--- config.mk ---
export PLATFORM = sky130hd
export DESIGN_NAME = icache_data_ram_arb
export DESIGN_NICKNAME = d
export VERILOG_FILES = /design/src/rtl/icache_ram_pkg.sv /design/src/rtl/icache_ram_rd_hold.sv /design/src/rtl/icache_data_ram_arb.sv
export SDC_FILE = /design/constraint.sdc
export NUM_CORES = 1
export LEC_CHECK = 0
export CAP_MARGIN = 20
export CORE_AREA = 3 3 109 111
export DETAILED_ROUTE_END_ITERATION = 10
export DIE_AREA = 0 0 112 114
export PLACE_DENSITY = 0.8
export SLEW_MARGIN = 0
export SYNTH_ARGS = -nofsm -noshare
export SYNTH_HDL_FRONTEND = slang
export SYNTH_SLANG_ARGS = --single-unit
--- constraint.sdc ---
create_clock -name clk_i -period 3.6 [get_ports clk_i]
set_input_delay 0.72 -clock clk_i [delete_from_list [all_inputs] [get_ports clk_i]]
set_output_delay 0.72 -clock clk_i [all_outputs]
set_load 0.1 [all_outputs]
--- src/rtl/icache_ram_pkg.sv ---
// Shared types and sizes for the icache data SRAM arbiter.
package icache_ram_pkg;

    localparam int ICACHE_RAM_ADDR_W = 5;
    localparam int ICACHE_RAM_DATA_W = 64;

    typedef enum logic [1:0] {
        ST_IDLE  = 2'd0,
        ST_FLUSH = 2'd1,
        ST_DONE  = 2'd2
    } arb_state_e;

endpackage

--- src/rtl/icache_ram_rd_hold.sv ---
// One-cycle read-valid pipe plus hold register; the SRAM drives dout to X after each posedge,
// so data is passed through in the valid cycle and latched for the cycles that follow.
module icache_ram_rd_hold
    import icache_ram_pkg::*;
#(
    parameter int DATA_WIDTH = ICACHE_RAM_DATA_W
) (
    input  logic                  clk_i,
    input  logic                  rst_i,
    input  logic                  rd_issue_i,
    input  logic                  fwd_sel_i,
    input  logic [DATA_WIDTH-1:0] fwd_data_i,
    input  logic [DATA_WIDTH-1:0] ram_dout_i,
    output logic                  rd_valid_o,
    output logic [DATA_WIDTH-1:0] rd_data_o
);

    logic                  valid_q,    valid_d;
    logic                  fwd_q,      fwd_d;
    logic [DATA_WIDTH-1:0] fwd_data_q, fwd_data_d;
    logic [DATA_WIDTH-1:0] hold_q,     hold_d;

    always_comb begin
        valid_d    = rd_issue_i;
        fwd_d      = rd_issue_i & fwd_sel_i;
        fwd_data_d = fwd_sel_i ? fwd_data_i : fwd_data_q;
        rd_data_o  = hold_q;
        if (valid_q) begin
            rd_data_o = fwd_q ? fwd_data_q : ram_dout_i;
        end
        hold_d     = rd_data_o;
    end

    always_ff @(posedge clk_i or posedge rst_i) begin
        if (rst_i) begin
            valid_q    <= 1'b0;
            fwd_q      <= 1'b0;
            fwd_data_q <= '0;
            hold_q     <= '0;
        end else begin
            valid_q    <= valid_d;
            fwd_q      <= fwd_d;
            fwd_data_q <= fwd_data_d;
            hold_q     <= hold_d;
        end
    end

    assign rd_valid_o = valid_q;

endmodule

--- src/rtl/icache_data_ram_arb.sv ---
// Arbiter/flush sequencer for the 1W1R icache data SRAM.
// Optional same-address write-to-read forwarding: define ICACHE_RAM_ARB_FWD_EN.
//
//   state    | meaning
//   ST_IDLE  | serve fetch reads and refill writes
//   ST_FLUSH | one FLUSH_VALUE write per cycle, address = flush counter
//   ST_DONE  | single cycle, flush_done_o asserted
module icache_data_ram_arb
    import icache_ram_pkg::*;
#(
    parameter int                    ADDR_WIDTH  = ICACHE_RAM_ADDR_W,
    parameter int                    DATA_WIDTH  = ICACHE_RAM_DATA_W,
    parameter logic [DATA_WIDTH-1:0] FLUSH_VALUE = '0
) (
    input  logic                  clk_i,
    input  logic                  rst_i,
    input  logic                  rd_req_i,
    input  logic [ADDR_WIDTH-1:0] rd_addr_i,
    output logic                  rd_accept_o,
    output logic                  rd_valid_o,
    output logic [DATA_WIDTH-1:0] rd_data_o,
    input  logic                  wr_req_i,
    input  logic [ADDR_WIDTH-1:0] wr_addr_i,
    input  logic [DATA_WIDTH-1:0] wr_data_i,
    output logic                  wr_accept_o,
    input  logic                  flush_i,
    output logic                  flush_busy_o,
    output logic                  flush_done_o,
    output logic                  ram_csb0_o,
    output logic [ADDR_WIDTH-1:0] ram_addr0_o,
    output logic [DATA_WIDTH-1:0] ram_din0_o,
    output logic                  ram_csb1_o,
    output logic [ADDR_WIDTH-1:0] ram_addr1_o,
    input  logic [DATA_WIDTH-1:0] ram_dout1_i
);

    localparam logic [ADDR_WIDTH-1:0] CNT_LAST = '1;

    arb_state_e            state_q, state_d;
    logic [ADDR_WIDTH-1:0] cnt_q,   cnt_d;
    logic                  collide;
    logic                  fwd_sel;

    assign collide = wr_req_i && (wr_addr_i == rd_addr_i);

    always_comb begin
        state_d      = state_q;
        cnt_d        = cnt_q;
        rd_accept_o  = 1'b0;
        wr_accept_o  = 1'b0;
        flush_busy_o = 1'b0;
        flush_done_o = 1'b0;
        ram_csb0_o   = 1'b1;
        ram_addr0_o  = '0;
        ram_din0_o   = '0;
        ram_csb1_o   = 1'b1;
        ram_addr1_o  = '0;
        fwd_sel      = 1'b0;
        case (state_q)
            ST_IDLE: begin
                if (wr_req_i) begin
                    wr_accept_o = 1'b1;
                    ram_csb0_o  = 1'b0;
                    ram_addr0_o = wr_addr_i;
                    ram_din0_o  = wr_data_i;
                end
                if (rd_req_i) begin
                    if (!collide) begin
                        rd_accept_o = 1'b1;
                        ram_csb1_o  = 1'b0;
                        ram_addr1_o = rd_addr_i;
                    end
`ifdef ICACHE_RAM_ARB_FWD_EN
                    else begin
                        // serve from the write bus; the array is not read
                        rd_accept_o = 1'b1;
                        fwd_sel     = 1'b1;
                    end
`endif
                end
                if (flush_i) begin
                    state_d = ST_FLUSH;
                end
            end
            ST_FLUSH: begin
                flush_busy_o = 1'b1;
                ram_csb0_o   = 1'b0;
                ram_addr0_o  = cnt_q;
                ram_din0_o   = FLUSH_VALUE;
                if (cnt_q == CNT_LAST) begin
                    cnt_d   = '0;
                    state_d = ST_DONE;
                end else begin
                    cnt_d = cnt_q + ADDR_WIDTH'(1);
                end
            end
            ST_DONE: begin
                flush_done_o = 1'b1;
                state_d      = ST_IDLE;
            end
            default: begin
                state_d = ST_IDLE;
                cnt_d   = '0;
            end
        endcase
    end

    always_ff @(posedge clk_i or posedge rst_i) begin
        if (rst_i) begin
            state_q <= ST_IDLE;
            cnt_q   <= '0;
        end else begin
            state_q <= state_d;
            cnt_q   <= cnt_d;
        end
    end

    icache_ram_rd_hold #(
        .DATA_WIDTH (DATA_WIDTH)
    ) u_rd_hold (
        .clk_i      (clk_i),
        .rst_i      (rst_i),
        .rd_issue_i (rd_accept_o),
        .fwd_sel_i  (fwd_sel),
        .fwd_data_i (wr_data_i),
        .ram_dout_i (ram_dout1_i),
        .rd_valid_o (rd_valid_o),
        .rd_data_o  (rd_data_o)
    );

endmodule

; ---- After elaboration in Yosys (flattened, before gate mapping)
; Index checks and enable logic that the tools add are counted.
[word_totals]
reg_bits = 72
in_bits = 143
wordCells = 40
[classes]
add_sub_neg = 1
n_mux = 25
n_eq_ne = 6
reduce_logical = 4
[op_table]
columns = op, n
row1 = $mux 64, 3
row2 = $mux 5, 5
row3 = $pmux 5 s2, 2
row4 = $mux 1, 11
row5 = $add 5x1->5 const B, 1
row6 = $eq 5x5->1, 1
row7 = $eq 5x5->1 const B, 1
row8 = $mux 2, 2
row9 = $ne 2x2->1 const B, 2
row10 = $pmux 2 s2, 1
row11 = $eq 2x1->1 const B, 1
row12 = $eq 2x2->1 const B, 1
row13 = $logic_not 2->1, 1
row14 = $pmux 1 s2, 1
row15 = $reduce_and 2->1, 1
row16 = $reduce_or 2->1, 1
row17 = $logic_and 1x1->1, 1

; ---- Logic depth before layout (Yosys ltp)
[logic_depth]
ltp_word = 5
ltp_mapped = 6
mapped_depth_nobuf = 6

; ---- Cells and area by module
; From an unflattened synthesis, not the netlist that was laid out.
[unflattened]
hier_cells = 559
area_unflattened_um2 = 6429.9
[modules_own_cells]
columns = mod, cells_each, area_per_inst_um2, seq_area_each_um2, instances
row1 = icache_ram_rd_hold, 416, 5421.4, 3253.1, 1
row2 = icache_data_ram_arb, 143, 1008.5, 175.2, 1

; ---- Worst setup path after synthesis
; Ideal clock, no wire load.
[synth_timing]
path_type = input to output
start = input port wr_addr_i[0]
end = output port rd_accept_o
path_stages = 4
n_path_buf = 1
required_time_ns = 2.880
arrival_ns = 2.640
slack_ns = 0.240
cell_sequence = xnor2_1 -> and2_1 -> clkbuf_1 -> a21oi_1
[synth_via]
elab_chain_cells = 5
[synth_lines]
columns = element, line_no
row1 = "start, declared", icache_data_ram_arb.sv:23  ; input logic [ADDR_WIDTH-1:0] wr_addr_i,
row2 = $eq 5x5->1, icache_data_ram_arb.sv:44  ; assign collide = wr_req_i && (wr_addr_i == rd_addr_i);
row3 = $logic_and 1x1->1, icache_data_ram_arb.sv:44
row4 = $mux 1, icache_data_ram_arb.sv:68  ; if (!collide) begin
row5 = $mux 1, icache_data_ram_arb.sv:67  ; if (rd_req_i) begin
row6 = $mux 1, icache_data_ram_arb.sv:59  ; case (state_q)
row7 = "end, declared", icache_data_ram_arb.sv:19  ; output logic rd_accept_o,
; No other way between the ends.

; ---- Worst setup path after layout
[layout_timing]
start = input port rd_addr_i[3]
end = output port rd_accept_o
[layout_via]
elab_chain_cells = 5
[layout_lines]
columns = element, line_no
row1 = "start, declared", icache_data_ram_arb.sv:18  ; input logic [ADDR_WIDTH-1:0] rd_addr_i,
row2 = $eq 5x5->1, icache_data_ram_arb.sv:44
row3 = $logic_and 1x1->1, icache_data_ram_arb.sv:44
row4 = $mux 1, icache_data_ram_arb.sv:68
row5 = $mux 1, icache_data_ram_arb.sv:67
row6 = $mux 1, icache_data_ram_arb.sv:59
; No other way between the ends.

==> metrics.yaml <==
critical_path.reg2reg.startpoint: "state_q[0]$_DFFE_PP0P_"
cp_max_fo: 7
cts_setup_buffers: 0
finalSetupViolCount: 0
instances_no_fill: 706
period_share_pct: 85.34
hp-start: "u_rd_hold.hold_q[58]$_DFF_PP0_"
fin_skew_ns: 0.01190
rows: 38
cts.clk_slew.worst_paths_ns: 0.06
cts_max_level: 3
syn_to_final_growth_pct: 110.5
maxUsedRoutingLayer: "met4"
antenna_found_initial: 0
period_needed_ns: 3.072
yosys.area.top_type: "dfrtp_1"
drt_iter0_drc: 161
outcome: "complete, no violations"
hold_path.class: "flip-flop to flip-flop"
syn_inst: 284
portBuffers: 287
synth_top_cell_area_share_pct: 52.69
vias_per_cell: 4.694
tightest_slew_ns: 0.6567
place_hpwl_mm: 11.51
cts_tree: "yes"
endpoint_kind: "primary output"
ff2ff_setup_slack_ns: 1.85
fmax_mhz: 325.5
core-area_um2: 10890
start_util_pct: 31.41
holdPathStages: 1
first_global_vias: 3789
finalSetupTns_ns: 0
worst_ep_required_time_ns: 2.88
worstSetupPathType: "input pin to primary output"
grt_use_total_pct: 21.48
syn-num-nets: 429
synth_xor_xnor_area_share_pct: 1.281
multi_input_area_um2: 1486
synth_compound_area_share_pct: 3.549
drv_slew: 0
cts_buffers: 9
synth.avg_cell_area_um2: 12.04
yosys.area_share.simple_pct: 16.21
diodes: 0
holdWs_ns: 0.4953
whs_endpoint: "u_rd_hold.hold_q[58]$_DFF_PP0_"
grt_pass1_wl_mm: 21.04
seq_area_um2: 1803
met3_wirelength_mm: 1.896
wl_per_cell_um: 19.47
dr_wl_met2_mm: 7.261
dp.cells: 690
clk_path_buf_depth: 2
cts_resized: 0
arrival_ns: 2.35
final_hold_viol_count: 0
drive_above_1_share_pct: 41.34
synth-seq-area-share_pct: 52.69
final_nets: 706
die_w_um: 112
rsz0062_at_grt: "false"
clk_latency_ns: 0.34
drv_cap: 0
syn_area_um2: 3420
cts_num_sinks: 72
root_buffer: "clkbuf_8"
crit-reg2reg-capture: "u_rd_hold.rd_valid_o$_DFF_PP0_"
wl_met1_mm: 4.087
ys_ff_latch: 72
first_pass_iters: 4
antenna_left: 0
fill_cells: 790
place_congestion: 0.8277
relSlewSlack_pct: 56.22
vias: 3314
ioPinCount: 288
r2r_cells: 4
finalWirelength_mm: 13.75
chipHeight_um: 114
ys_top_cells_by_area: "dfrtp_1 (53%), mux2_2 (21%), and3_1 (12%)"
grt-ovfl-total: 0
synth_adder_area_share_pct: 0.7318
yosys_warnings: 0
post-route-drc-count: 0
grt_max_degree: 66
cp-start-kind: "input pin"
hold_buffers: 0
dieArea_um2: 12770
synth_cell_types: 27
yosys-mux-area-fraction_pct: 21.70
synth_top_family_by_area: "multiplexers"
layer usage:
metal	track usage, %	vias to the layer above
li1	-	1553
met4	8.574	0
met1	19.82	1559
met3	13.63	29
met2	37.97	173
met5	0	-
through the flow:
step	util (%)	worst slack, ns	area, um^2
floorplan	-	0.2398	3420
global placement	64.43	0.5553	7015
detailed placement	64.43	0.5143	7015
CTS	66.12	0.5138	7199
global route	66.12	0.3986	7199
finish	66.12	0.5277	7199
cell usage after synthesis:
cell type	count
a21o_1	1
a21oi_1	7
a22o_1	4
a31oi_1	1
and2_1	3
and3_1	65
buf_2	12
buf_4	1
clkbuf_1	13
dfrtp_1	72
ha_1	2
inv_1	4
mux2_2	65
mux2i_1	1
nand2_1	6
nand3_1	7
nand3b_1	1
nor2_1	2
nor2_4	1
nor2b_1	3
nor3_1	1
nor4_4	1
o21ai_0	3
o21bai_1	1
o31ai_1	2
xnor2_1	1
xor2_1	4
cell families after synthesis:
group                      Yosys count
and+or+nand+nor                     90
adders and majority gates            2
buffers and inverters               30
DFF                                 72
muxes                               66
xor gates and xnor gates             5
AOI/OAI and AO/OA                   19
worst max-delay path, stage by stage:
cell and delay [ns]:
clkdlybuf4s50_1 0.43, xor2_1 0.19, nor4_4 0.55, a21oi_1 0.22, buf_12 0.22
state kept, by name, indices dropped and copies added (netlist names):
signal                flops
u_rd_hold.hold_q         64
cnt_q                     5
state_q                   2
u_rd_hold.rd_valid_o      1
final cells by class:
type,instances,share of cell area [%]
flip-flops and latches,72,25.04
well taps,140,2.433
clock inverters,3,0.2086
multi-input cells,182,20.65
clock buffers,13,2.346
repair buffers,292,49.11
inverters,4,0.2086
layout by cell type, fill, tap and decap left out:
cell type,n
buf_4,71
nor2b_1,3
xnor2_1,1
ha_1,2
xor2_1,4
clkbuf_1,1
nor4_4,1
a21oi_1,7
nor2_4,1
dfrtp_1,71
o21ai_0,3
and3_1,65
and2_1,3
nor3_1,1
nand2_1,6
o21bai_1,1
clkinv_2,3
a31oi_1,1
clkbuf_8,12
o31ai_1,2
mux2_2,65
a22o_1,4
nand3b_1,1
a21o_1,1
nor2_1,2
clkdlybuf4s50_1,142
nand3_1,7
dfrtp_2,1
mux2i_1,1
buf_12,79
inv_2,1
inv_1,3
worst max path at each step:
| stage | startpoint | end | slack (ns) | cells past startpoint |
|---|---|---|---|---|
| after floorplan | wr_addr_i[0] | rd_accept_o | 0.24 | 4 |
| after global placement | rd_addr_i[3] | rd_accept_o | 0.56 | 5 |
| after detailed placement | rd_addr_i[3] | rd_accept_o | 0.51 | 5 |
| after CTS | rd_addr_i[3] | rd_accept_o | 0.51 | 5 |
| after global routing | state_q[0]$_DFFE_PP0P_ | ram_din0_o[21] | 0.40 | 5 |
| final | rd_addr_i[3] | rd_accept_o | 0.53 | 5 |
Power is left out: the tool's default activity adds up to more than one toggle a clock period on the data nets, which glitch-free logic cannot reach.
